===== src/rtl/alu_pkg.sv =====
// Shared types for the ALU and its command sequencer: opcodes, flag indices,
// sequencer FSM states and the illegal-opcode check.
package alu_pkg;

  typedef enum logic [3:0] {
    OP_ADD    = 4'd0,
    OP_SUB    = 4'd1,
    OP_AND    = 4'd2,
    OP_OR     = 4'd3,
    OP_XOR    = 4'd4,
    OP_INC    = 4'd5,
    OP_PASS_A = 4'd6,
    OP_PASS_B = 4'd7
  } opcode_e;

  localparam int OVF  = 2;
  localparam int NEG  = 1;
  localparam int ZERO = 0;

  typedef enum logic [1:0] {
    IDLE = 2'd0,
    EXEC = 2'd1,
    RESP = 2'd2
  } state_e;

  // The upper half of the opcode space is reserved.
  function automatic logic is_illegal(input logic [3:0] op);
    return op[3];
  endfunction

endpackage


===== src/rtl/alu_sequencer_if.sv =====
// Command/response handshake bundle between the issue logic (master) and
// the ALU sequencer (slave).
interface alu_sequencer_if #(parameter int BW = 16);
  logic          cmd_valid;
  logic          cmd_ready;
  logic [3:0]    cmd_opcode;
  logic [BW-1:0] cmd_a;
  logic [BW-1:0] cmd_b;
  logic          cmd_use_acc;
  logic          rsp_valid;
  logic          rsp_ready;
  logic [BW-1:0] rsp_data;
  logic [2:0]    rsp_flags;
  logic          rsp_err;
  logic [15:0]   op_count;

  modport master (
    output cmd_valid, cmd_opcode, cmd_a, cmd_b, cmd_use_acc, rsp_ready,
    input  cmd_ready, rsp_valid, rsp_data, rsp_flags, rsp_err, op_count
  );

  modport slave (
    input  cmd_valid, cmd_opcode, cmd_a, cmd_b, cmd_use_acc, rsp_ready,
    output cmd_ready, rsp_valid, rsp_data, rsp_flags, rsp_err, op_count
  );
endinterface


===== src/rtl/alu_sequencer_alu.sv =====
// Combinational BW-bit ALU; flags are {overflow, negative, zero} and are all
// cleared for reserved opcodes.
module alu
  import alu_pkg::*;
#(
  parameter int BW = 16
) (
  input  logic [BW-1:0] in_a,
  input  logic [BW-1:0] in_b,
  input  logic [3:0]    opcode,
  output logic [BW-1:0] out,
  output logic [2:0]    flags
);

  logic ovf;

  always_comb begin
    out = '0;
    ovf = 1'b0;
    case (opcode)
      OP_ADD: begin
        out = in_a + in_b;
        ovf = (in_a[BW-1] == in_b[BW-1]) && (out[BW-1] != in_a[BW-1]);
      end
      OP_SUB: begin
        out = in_a - in_b;
        ovf = (in_a[BW-1] != in_b[BW-1]) && (out[BW-1] != in_a[BW-1]);
      end
      OP_AND:    out = in_a & in_b;
      OP_OR:     out = in_a | in_b;
      OP_XOR:    out = in_a ^ in_b;
      OP_INC: begin
        out = in_a + BW'(1);
        ovf = !in_a[BW-1] && out[BW-1];
      end
      OP_PASS_A: out = in_a;
      OP_PASS_B: out = in_b;
      default:   out = '0;
    endcase
  end

  always_comb begin
    flags = 3'b000;
    if (!is_illegal(opcode)) begin
      flags[OVF]  = ovf;
      flags[NEG]  = out[BW-1];
      flags[ZERO] = (out == '0);
    end
  end

endmodule


===== src/rtl/alu_sequencer.sv =====
// One-command-at-a-time front end for the ALU: IDLE -> EXEC -> RESP.
// Optional accumulator operand source enabled by `define ALU_SEQ_ACC_EN.
module alu_sequencer
  import alu_pkg::*;
#(
  parameter int BW = 16
) (
  input logic            clk,
  input logic            rst_n,
  alu_sequencer_if.slave bus
);

  state_e        state, state_nxt;
  logic [3:0]    op_q;
  logic [BW-1:0] a_q, b_q;
  logic          ill_q;
  logic [BW-1:0] rsp_data_q;
  logic [2:0]    rsp_flags_q;
  logic          rsp_err_q;
  logic [15:0]   cnt_q;
  logic [BW-1:0] alu_out;
  logic [2:0]    alu_flags;
  logic [BW-1:0] opa;

  alu #(.BW(BW)) u_alu (
    .in_a   (a_q),
    .in_b   (b_q),
    .opcode (op_q),
    .out    (alu_out),
    .flags  (alu_flags)
  );

`ifdef ALU_SEQ_ACC_EN
  logic [BW-1:0] acc_q;

  assign opa = bus.cmd_use_acc ? acc_q : bus.cmd_a;

  // Error responses already carry rsp_data = 0, so the accumulator clears.
  always_ff @(posedge clk) begin
    if (!rst_n)
      acc_q <= '0;
    else if (state == RESP && bus.rsp_ready)
      acc_q <= rsp_data_q;
  end
`else
  logic unused_use_acc;

  assign opa            = bus.cmd_a;
  assign unused_use_acc = bus.cmd_use_acc;
`endif

  always_ff @(posedge clk) begin
    if (!rst_n) state <= IDLE;
    else        state <= state_nxt;
  end

  always_comb begin
    state_nxt = state;
    case (state)
      IDLE:    if (bus.cmd_valid) state_nxt = EXEC;
      EXEC:    state_nxt = RESP;
      RESP:    if (bus.rsp_ready) state_nxt = IDLE;
      default: state_nxt = IDLE;
    endcase
  end

  always_ff @(posedge clk) begin
    if (!rst_n) begin
      op_q        <= '0;
      a_q         <= '0;
      b_q         <= '0;
      ill_q       <= 1'b0;
      rsp_data_q  <= '0;
      rsp_flags_q <= '0;
      rsp_err_q   <= 1'b0;
      cnt_q       <= '0;
    end else begin
      case (state)
        IDLE: if (bus.cmd_valid) begin
          op_q  <= bus.cmd_opcode;
          a_q   <= opa;
          b_q   <= bus.cmd_b;
          ill_q <= is_illegal(bus.cmd_opcode);
        end
        EXEC: begin
          rsp_data_q  <= ill_q ? '0 : alu_out;
          rsp_flags_q <= ill_q ? 3'b000 : alu_flags;
          rsp_err_q   <= ill_q;
        end
        RESP: if (bus.rsp_ready) cnt_q <= cnt_q + 16'd1;
        default: ;
      endcase
    end
  end

  assign bus.cmd_ready = (state == IDLE);
  assign bus.rsp_valid = (state == RESP);
  assign bus.rsp_data  = rsp_data_q;
  assign bus.rsp_flags = rsp_flags_q;
  assign bus.rsp_err   = rsp_err_q;
  assign bus.op_count  = cnt_q;

endmodule


===== src/flat_wrapper.sv =====
// flat-port wrapper written by rule: the top's interface ports become plain ports
module alu_sequencer_flat import alu_pkg::*;
#(
  parameter int BW = 16
)
  (clk, rst_n, bus_cmd_valid, bus_cmd_opcode, bus_cmd_a, bus_cmd_b, bus_cmd_use_acc, bus_rsp_ready, bus_cmd_ready, bus_rsp_valid, bus_rsp_data, bus_rsp_flags, bus_rsp_err, bus_op_count);
  alu_sequencer_if #(.BW(BW)) bus_i ();
  input logic clk;
  input logic rst_n;
  input wire logic [$bits(bus_i.cmd_valid)-1:0] bus_cmd_valid;
  input wire logic [$bits(bus_i.cmd_opcode)-1:0] bus_cmd_opcode;
  input wire logic [$bits(bus_i.cmd_a)-1:0] bus_cmd_a;
  input wire logic [$bits(bus_i.cmd_b)-1:0] bus_cmd_b;
  input wire logic [$bits(bus_i.cmd_use_acc)-1:0] bus_cmd_use_acc;
  input wire logic [$bits(bus_i.rsp_ready)-1:0] bus_rsp_ready;
  output wire logic [$bits(bus_i.cmd_ready)-1:0] bus_cmd_ready;
  output wire logic [$bits(bus_i.rsp_valid)-1:0] bus_rsp_valid;
  output wire logic [$bits(bus_i.rsp_data)-1:0] bus_rsp_data;
  output wire logic [$bits(bus_i.rsp_flags)-1:0] bus_rsp_flags;
  output wire logic [$bits(bus_i.rsp_err)-1:0] bus_rsp_err;
  output wire logic [$bits(bus_i.op_count)-1:0] bus_op_count;
  assign bus_i.cmd_valid = bus_cmd_valid;
  assign bus_i.cmd_opcode = bus_cmd_opcode;
  assign bus_i.cmd_a = bus_cmd_a;
  assign bus_i.cmd_b = bus_cmd_b;
  assign bus_i.cmd_use_acc = bus_cmd_use_acc;
  assign bus_i.rsp_ready = bus_rsp_ready;
  assign bus_cmd_ready = bus_i.cmd_ready;
  assign bus_rsp_valid = bus_i.rsp_valid;
  assign bus_rsp_data = bus_i.rsp_data;
  assign bus_rsp_flags = bus_i.rsp_flags;
  assign bus_rsp_err = bus_i.rsp_err;
  assign bus_op_count = bus_i.op_count;
  alu_sequencer #(.BW(BW)) u_core (.clk(clk), .rst_n(rst_n), .bus(bus_i));
endmodule

===== config.mk =====
export PLATFORM = sky130hd
export DESIGN_NAME = alu_sequencer_flat
export DESIGN_NICKNAME = d
export VERILOG_FILES = /design/src/rtl/alu_pkg.sv /design/src/rtl/alu_sequencer_if.sv /design/src/rtl/alu_sequencer_alu.sv /design/src/rtl/alu_sequencer.sv /design/src/flat_wrapper.sv
export SDC_FILE = /design/constraint.sdc
export NUM_CORES = 1
export LEC_CHECK = 0
export CORE_ASPECT_RATIO = 0.6
export CORE_MARGIN = 4
export CORE_UTILIZATION = 56
export DETAILED_ROUTE_END_ITERATION = 10
export HOLD_SLACK_MARGIN = 0.08
export PLACE_DENSITY = 0.8
export SETUP_SLACK_MARGIN = 0.5
export SLEW_MARGIN = 0
export SYNTH_ARGS = -nofsm -noshare
export SYNTH_HDL_FRONTEND = slang
export SYNTH_SLANG_ARGS = --single-unit
export TNS_END_PERCENT = 30

===== constraint.sdc =====
create_clock -name clk -period 4.25 [get_ports clk]
set_clock_uncertainty 0.15 [all_clocks]
set_input_delay 1.0625 -clock clk [delete_from_list [all_inputs] [get_ports clk]]
set_output_delay 1.0625 -clock clk [all_outputs]
set_load 0.02 [all_outputs]

==> results of run 1 <==
[power by group through the flow]
| stage | Sequential (mW) | Combinational (mW) | Clock (mW) |
|---|---|---|---|
| 4_1_cts | 0.776 | 0.564 | 0.755 |
| 5_1_grt | 0.784 | 0.637 | 0.792 |
| 2_1_floorplan | 0.781 | 0.381 | 0 |
| 6_report | 0.779 | 0.588 | 0.752 |
| 3_5_place_dp | 0.791 | 0.557 | 0 |
| 3_3_place_gp | 0.788 | 0.540 | 0 |
[cells by family after synthesis]
family / Yosys count / synth area share, %
compound gates: 206 / 25.7
xor+xnor: 26 / 3.92
fa+ha+maj: 55 / 12.1
buf+inv: 100 / 7.15
flops: 73 / 25.1
mux: 4 / 0.904
simple gates: 294 / 25.1
[final cells by class]
type                       count  share of cell area, %
clock buffer                  10                   3.42
clock inverter                 6                  0.715
sequential                    73                   20.9
tap                          135                   2.41
timing repair buffer          93                   12.7
inverter                      48                   2.58
multi-input combinational    585                   57.3
[repair_timing]
action,4_1_cts,5_1_grt
hold endpoints to repair,0,0
cloned,0,0
gates resized for setup,2,14
endpoints found under the setup margin,1,3
[cell usage in the layout (no fill, tap or decap), drive strengths merged, types with 9 or more instances in the layout]
cell / instances
nand4: 12
nor2: 42
dfxtp: 73
nand3: 19
ha: 53
o21ai: 26
inv: 50
nand2b: 9
nor2b: 9
a21oi: 42
o211a: 10
a21boi: 41
o211ai: 10
and2: 17
clkdlybuf4s50: 76
buf: 17
clkbuf: 10
a211oi: 9
xnor2: 24
nand2: 126
nor3: 17
[sequential cells by signal, indices dropped and copies added, names as in the netlist]
signal / count
u_core.bus.rsp_err: 1
u_core.ill_q: 1
u_core.bus.rsp_data: 15
u_core.state: 2
u_core.bus.op_count: 16
u_core.a_q: 16
u_core.bus.rsp_flags: 3
u_core.b_q: 16
u_core.op_q: 3
[critical path, delay by kind of cell, from the launching register on]
family / cells / cell delay (ns)
AOI/OAI and AO/OA: 7 / 1.59
adders and majority gates: 2 / 0.64
buffers and inverters: 2 / 0.26
DFF: 1 / 0.42
muxes: 1 / 0.11
and+or+nand+nor: 2 / 0.37
[worst max path at each step]
stage,startpoint,end,slack (ns),cells after the start
global placement,u_core.a_q[6],u_core.bus.rsp_flags[0],0.60,12
CTS,u_core.a_q[0],u_core.bus.rsp_flags[0],0.57,14
floorplan,u_core.a_q[0],u_core.bus.rsp_flags[0],1.19,14
finish,u_core.b_q[0],u_core.bus.rsp_flags[0],0.64,14
detailed placement,u_core.a_q[0],u_core.bus.rsp_flags[0],0.48,14
global route,u_core.a_q[3],u_core.bus.rsp_flags[0],0.50,13
[layer usage]
metal	GRT usage (%)	part of all wire, %	up-vias
met5	0	0	-
met3	5.16	9.5	30
li1	-	-	2791
met4	6.60	1.4	0
met1	44.6	46	2760
met2	46.0	43	275
[metrics by stage]
stage	power (mW)	instances	util (%)	instance area, sq um	hold slack (ns)
2_1_floorplan	1.16	758	-	5810	0.321
3_5_place_dp	1.35	934	66.6	6650	0.312
5_1_grt	2.21	950	70.1	7000	0.364
6_report	2.12	950	70.1	7000	0.315
4_1_cts	2.09	950	69.6	6950	0.321
3_3_place_gp	1.33	934	66.6	6650	0.306
==> run metrics, run 1 <==
status=complete, no violations; EDFF count, synth=0; Internal=between 1 and 1.5 mW; Synth Area per Inst=7.67 sq um; core area=between 9000 and 10,000 sq um; slowest CP cell=dfxtp_1; Slew @ Worst Pin=roughly 0.92 ns; leakage=about 2.7 nW; Critical Path AT=3.73 ns; register area share after synthesis=25.1%; max-slew violation count=0; placer congestion estimate=0.955; Vias=5,856; maximum VDD drop=0.231 mV; startpoint of the worst hold path=u_core.bus.rsp_err; Post-CTS Setup Bufs=0; drt first pass iters=6; synth warn=0; largest net degree at the start of global routing=74; Commonest cells post-synth=126 x nand2_1, 73 x dfxtp_1, 53 x ha_1; pre-CTS setup slack=0.481 ns; initial antenna violation count=0; crit end category=flop; cells on worst reg2reg path=14; FF+latch count, synth=73; Crit Path Category=reg2reg; DR vias/cell=around 6.2; cell taking the most area after synthesis=dfxtp_1; first-pass GRT wire length=~29 mm; Final Critical Period=3.61 ns; final setup vio count=0; Max FO, Critical Path=5; full die area=12,100 sq um; synth top area cells=dfxtp_1 25%, ha_1 11%, nand2_1 8.1%; Cell Pwr Density=between 300 and 400 nW/um^2; Filler Cells Inserted=840; Hold Path Sink=u_core.bus.rsp_err; Total GRT Usage=30.0%; diode count=0; Yosys cell types=75; asr flop ratio synth=0%; Ports=79; R2R Setup Slk=0.64 ns; Clock Sinks=73; P_sw=736 uW; WL/cell=19.3 microns; Clock Path Buffers=2; R2R Path Start=u_core.b_q[0]; Port Buf Inserts=a little under 80; layout cell share with drive strength beyond 1=between 7 and 8%; FF+latch area=1470 sq um; total CTS buffers=9; H-tree Lvls=3; clk root buf=clkbuf_16; top-count cell post-synth=nand2_1; Layout area overhead=20.3%; Cells after Synth=758; Starting DRT DRC Count=slightly below 600; startpoint types=flop; fin crit share=84.9%; CP peak stage delay=0.42 ns; Switching Share=a little over a third; Critical R2R Capture=u_core.bus.rsp_flags[0]; RSZ-0062 raised after global routing=no; post-route ant nets=0; setup TNS=0 ns; final wirelength=18.4 mm; Synth top area share=around a quarter; layout net count=906; CTS tree=built; DP HPWL=13.3 mm; Hold Path Depth=2; synthesized cell area=5810 sq um; worst path cell trace=ha_1 > inv_1 > fa_1 > nand2b_1 > a21oi_2 > a2111oi_0 > buf_4 > o311ai_0 > a21oi_1 > o21bai_1 > mux2i_1 > a211oi_1 > nand4_1 > o21ai_1; Final Hold Fails=0; CTS clk-pin slew, worst paths=approximately 0.06 ns; width of the die=around 140 microns; initial core utilization=58.2%; Clk pwr share=35.5%; GR Overflow Total=0; WP data required=4.37 ns; CTS Hold Buffers Added=0; DRC violations left=0; Worst Hold Class=reg2reg; net count after synthesis=854; Relative slew margins=between 30 and 40%; combinational share of power=between 20% and 30%; multi-input logic area=roughly 4000 sq um; vias in the first global route=5,580; Post-synth top flop=dfxtp_1; die height=a little under 90 microns; worst skew pair latency=approximately 0.35 ns; max frequency=277 MHz; Worst Slack Setup Final=0.642 ns; power share of the sequential group=36.8%; row cnt=28; maxcap violations=0
Note: power is estimated with default switching activity, not from simulation.
==> run 2, diff against run 1 <==
Clock period 4.25 ns to 3.55 ns, I/O delays scaled along.
==> run metrics, run 2 (same netlist as run 1, synthesis figures left out) <==
placed inst area=about 7000 sq um; maxcap violations=0; Relative slew margins=45.9%; Layout area overhead=32.3%; initial core utilization=about 58%; Critical Path AT=about 3.5 ns; DP Cell Count=between 900 and 1,000; Max FO, Critical Path=3; Critical R2R Capture=u_core.bus.rsp_flags[0]; CTS clk-pin slew, worst paths=0.06 ns; die height=86.9 microns; FF+latch area=1480 sq um; GR Overflow Total=0; Pwr Total=2.73 mW; CTS tree=built; crit path capture=u_core.bus.rsp_flags[0]; most frequent cells in the layout=126 x nand2_1, 76 x clkdlybuf4s50_1, 64 x buf_4, 64 x dfxtp_1; final setup vio count=0; leakage=3.08 nW; first-pass GRT wire length=32.0 mm; status=complete, no violations; DR vias/cell=6.27; layout cell share with drive strength beyond 1=between 10% and 20%; Final Hold Fails=0; post-route ant nets=0; Ports=79; WP data required=3.67 ns; width of the die=140 microns; Port Buf Inserts=77; Final Critical Period=3.37 ns; DRC violations left=0; Critical Path Start=u_core.a_q[0]; max-slew violation count=0; Crit Path Category=reg2reg; Starting DRT DRC Count=799; Slew @ Worst Pin=0.812 ns; placer congestion estimate=0.973; initial antenna violation count=0; Filler Cells Inserted=713; slowest CP cell=dfxtp_2; row cnt=28; full die area=~12,000 sq um; crit end category=flop; Total GRT Usage=between 30% and 40%; Worst Hold Class=reg2reg; commonest non-fill, non-tap cell in the layout=nand2_1; total CTS buffers=9; H-tree Lvls=3; pre-CTS setup slack=about 0.0083 ns; Worst Slack Setup Final=0.179 ns; worst path cell trace=ha_4 > inv_1 > fa_2 > nand2b_4 > a21oi_1 > a2111oi_0 > buf_4 > o311ai_1 > a21oi_1 > o21bai_1 > mux2i_1 > a211oi_2 > nand4_1 > o21ai_1; largest net degree at the start of global routing=74; startpoint types=flop; CP peak stage delay=0.38 ns; worst hold margin=approximately 0.32 ns; R2R Path Start=u_core.a_q[0]; Core Util, Final=77.0%; worst skew pair latency=approximately 0.34 ns; cells on worst reg2reg path=14; final wirelength=20.1 mm; Vias=6,329; Clock Sinks=73; core area=around 10000 sq um; DP HPWL=13.5 mm; max frequency=297 MHz; RSZ-0062 raised after global routing=yes; post-route insts no fill=1,009; clk root buf=clkbuf_16; WL/cell=about 20 microns; drt first pass iters=7; Clock Path Buffers=2; R2R Setup Slk=0.18 ns; maximum VDD drop=0.276 mV; diode count=0; Cell Pwr Density=between 300 and 400 nW/um^2; setup TNS=0 ns; vias in the first global route=6,151; Final Cell Area=7690 sq um; Top cell by count, worst path=a21oi_1; fin crit share=95.0%; layout net count=965; multi-input logic area=between 4000 and 5000 sq um
## run 2: changes by cell type in the layout (fill, tap and decap cells not counted), sizes merged
cell,delta
buf,+59
clkinv,+2
clkinvlp,-1
inv,-1
## run 2: how the worst min path moves through the flow
stage / from / endpoint / slack, ns / cells after the start
finish: u_core.bus.rsp_err / u_core.bus.rsp_err / 0.32 / 2
global route: u_core.bus.rsp_flags[0] / u_core.bus.rsp_flags[0] / 0.34 / 2
CTS: u_core.bus.rsp_err / u_core.bus.rsp_err / 0.32 / 2
detailed placement: u_core.bus.rsp_err / u_core.bus.rsp_err / 0.31 / 2
global placement: u_core.bus.rsp_flags[0] / u_core.bus.rsp_flags[0] / 0.30 / 2
floorplan: u_core.b_q[13] / u_core.b_q[13] / 0.32 / 2
## run 2: final cells by class
class,count,area share [%]
Multi-Input combinational cell,585,54.4
Sequential cell,73,19.2
Timing Repair Buffer,152,18.0
Clock buffer,10,3.11
Inverter,48,2.37
Tap cell,135,2.20
Clock inverter,6,0.667
## run 2: repair_timing
action	in CTS	in global routing
endpoints found under the setup margin	8	10
setup buffers	14	2
gates resized for setup	45	23
pin swaps	18	9
hold buffers	0	0
## run 2: where the power goes
group / total, mW / internal [mW] / leakage, nW / switching, mW
Sequential: 0.917 / 0.864 / 0.600 / 0.0531
Clock: 0.892 / 0.500 / 0.139 / 0.392
Combinational: 0.918 / 0.418 / 2.34 / 0.500
## run 2: critical path: cells and delay by family (launching register included)
kind	cells	cell delay (ns)
AO/OA/AOI/OAI	7	1.56
flip-flops	1	0.38
AND/OR/NAND/NOR	2	0.33
buffers and inverters	2	0.24
multiplexers	1	0.13
adder cells (fa/ha/maj)	2	0.52
## run 2: metal layers
metal	track usage [%]	share of wire, %	vias up
met5	0	0	-
li1	-	-	2904
met4	9.94	3.3	0
met1	44.9	43	2957
met3	9.22	11	83
met2	50.7	43	385
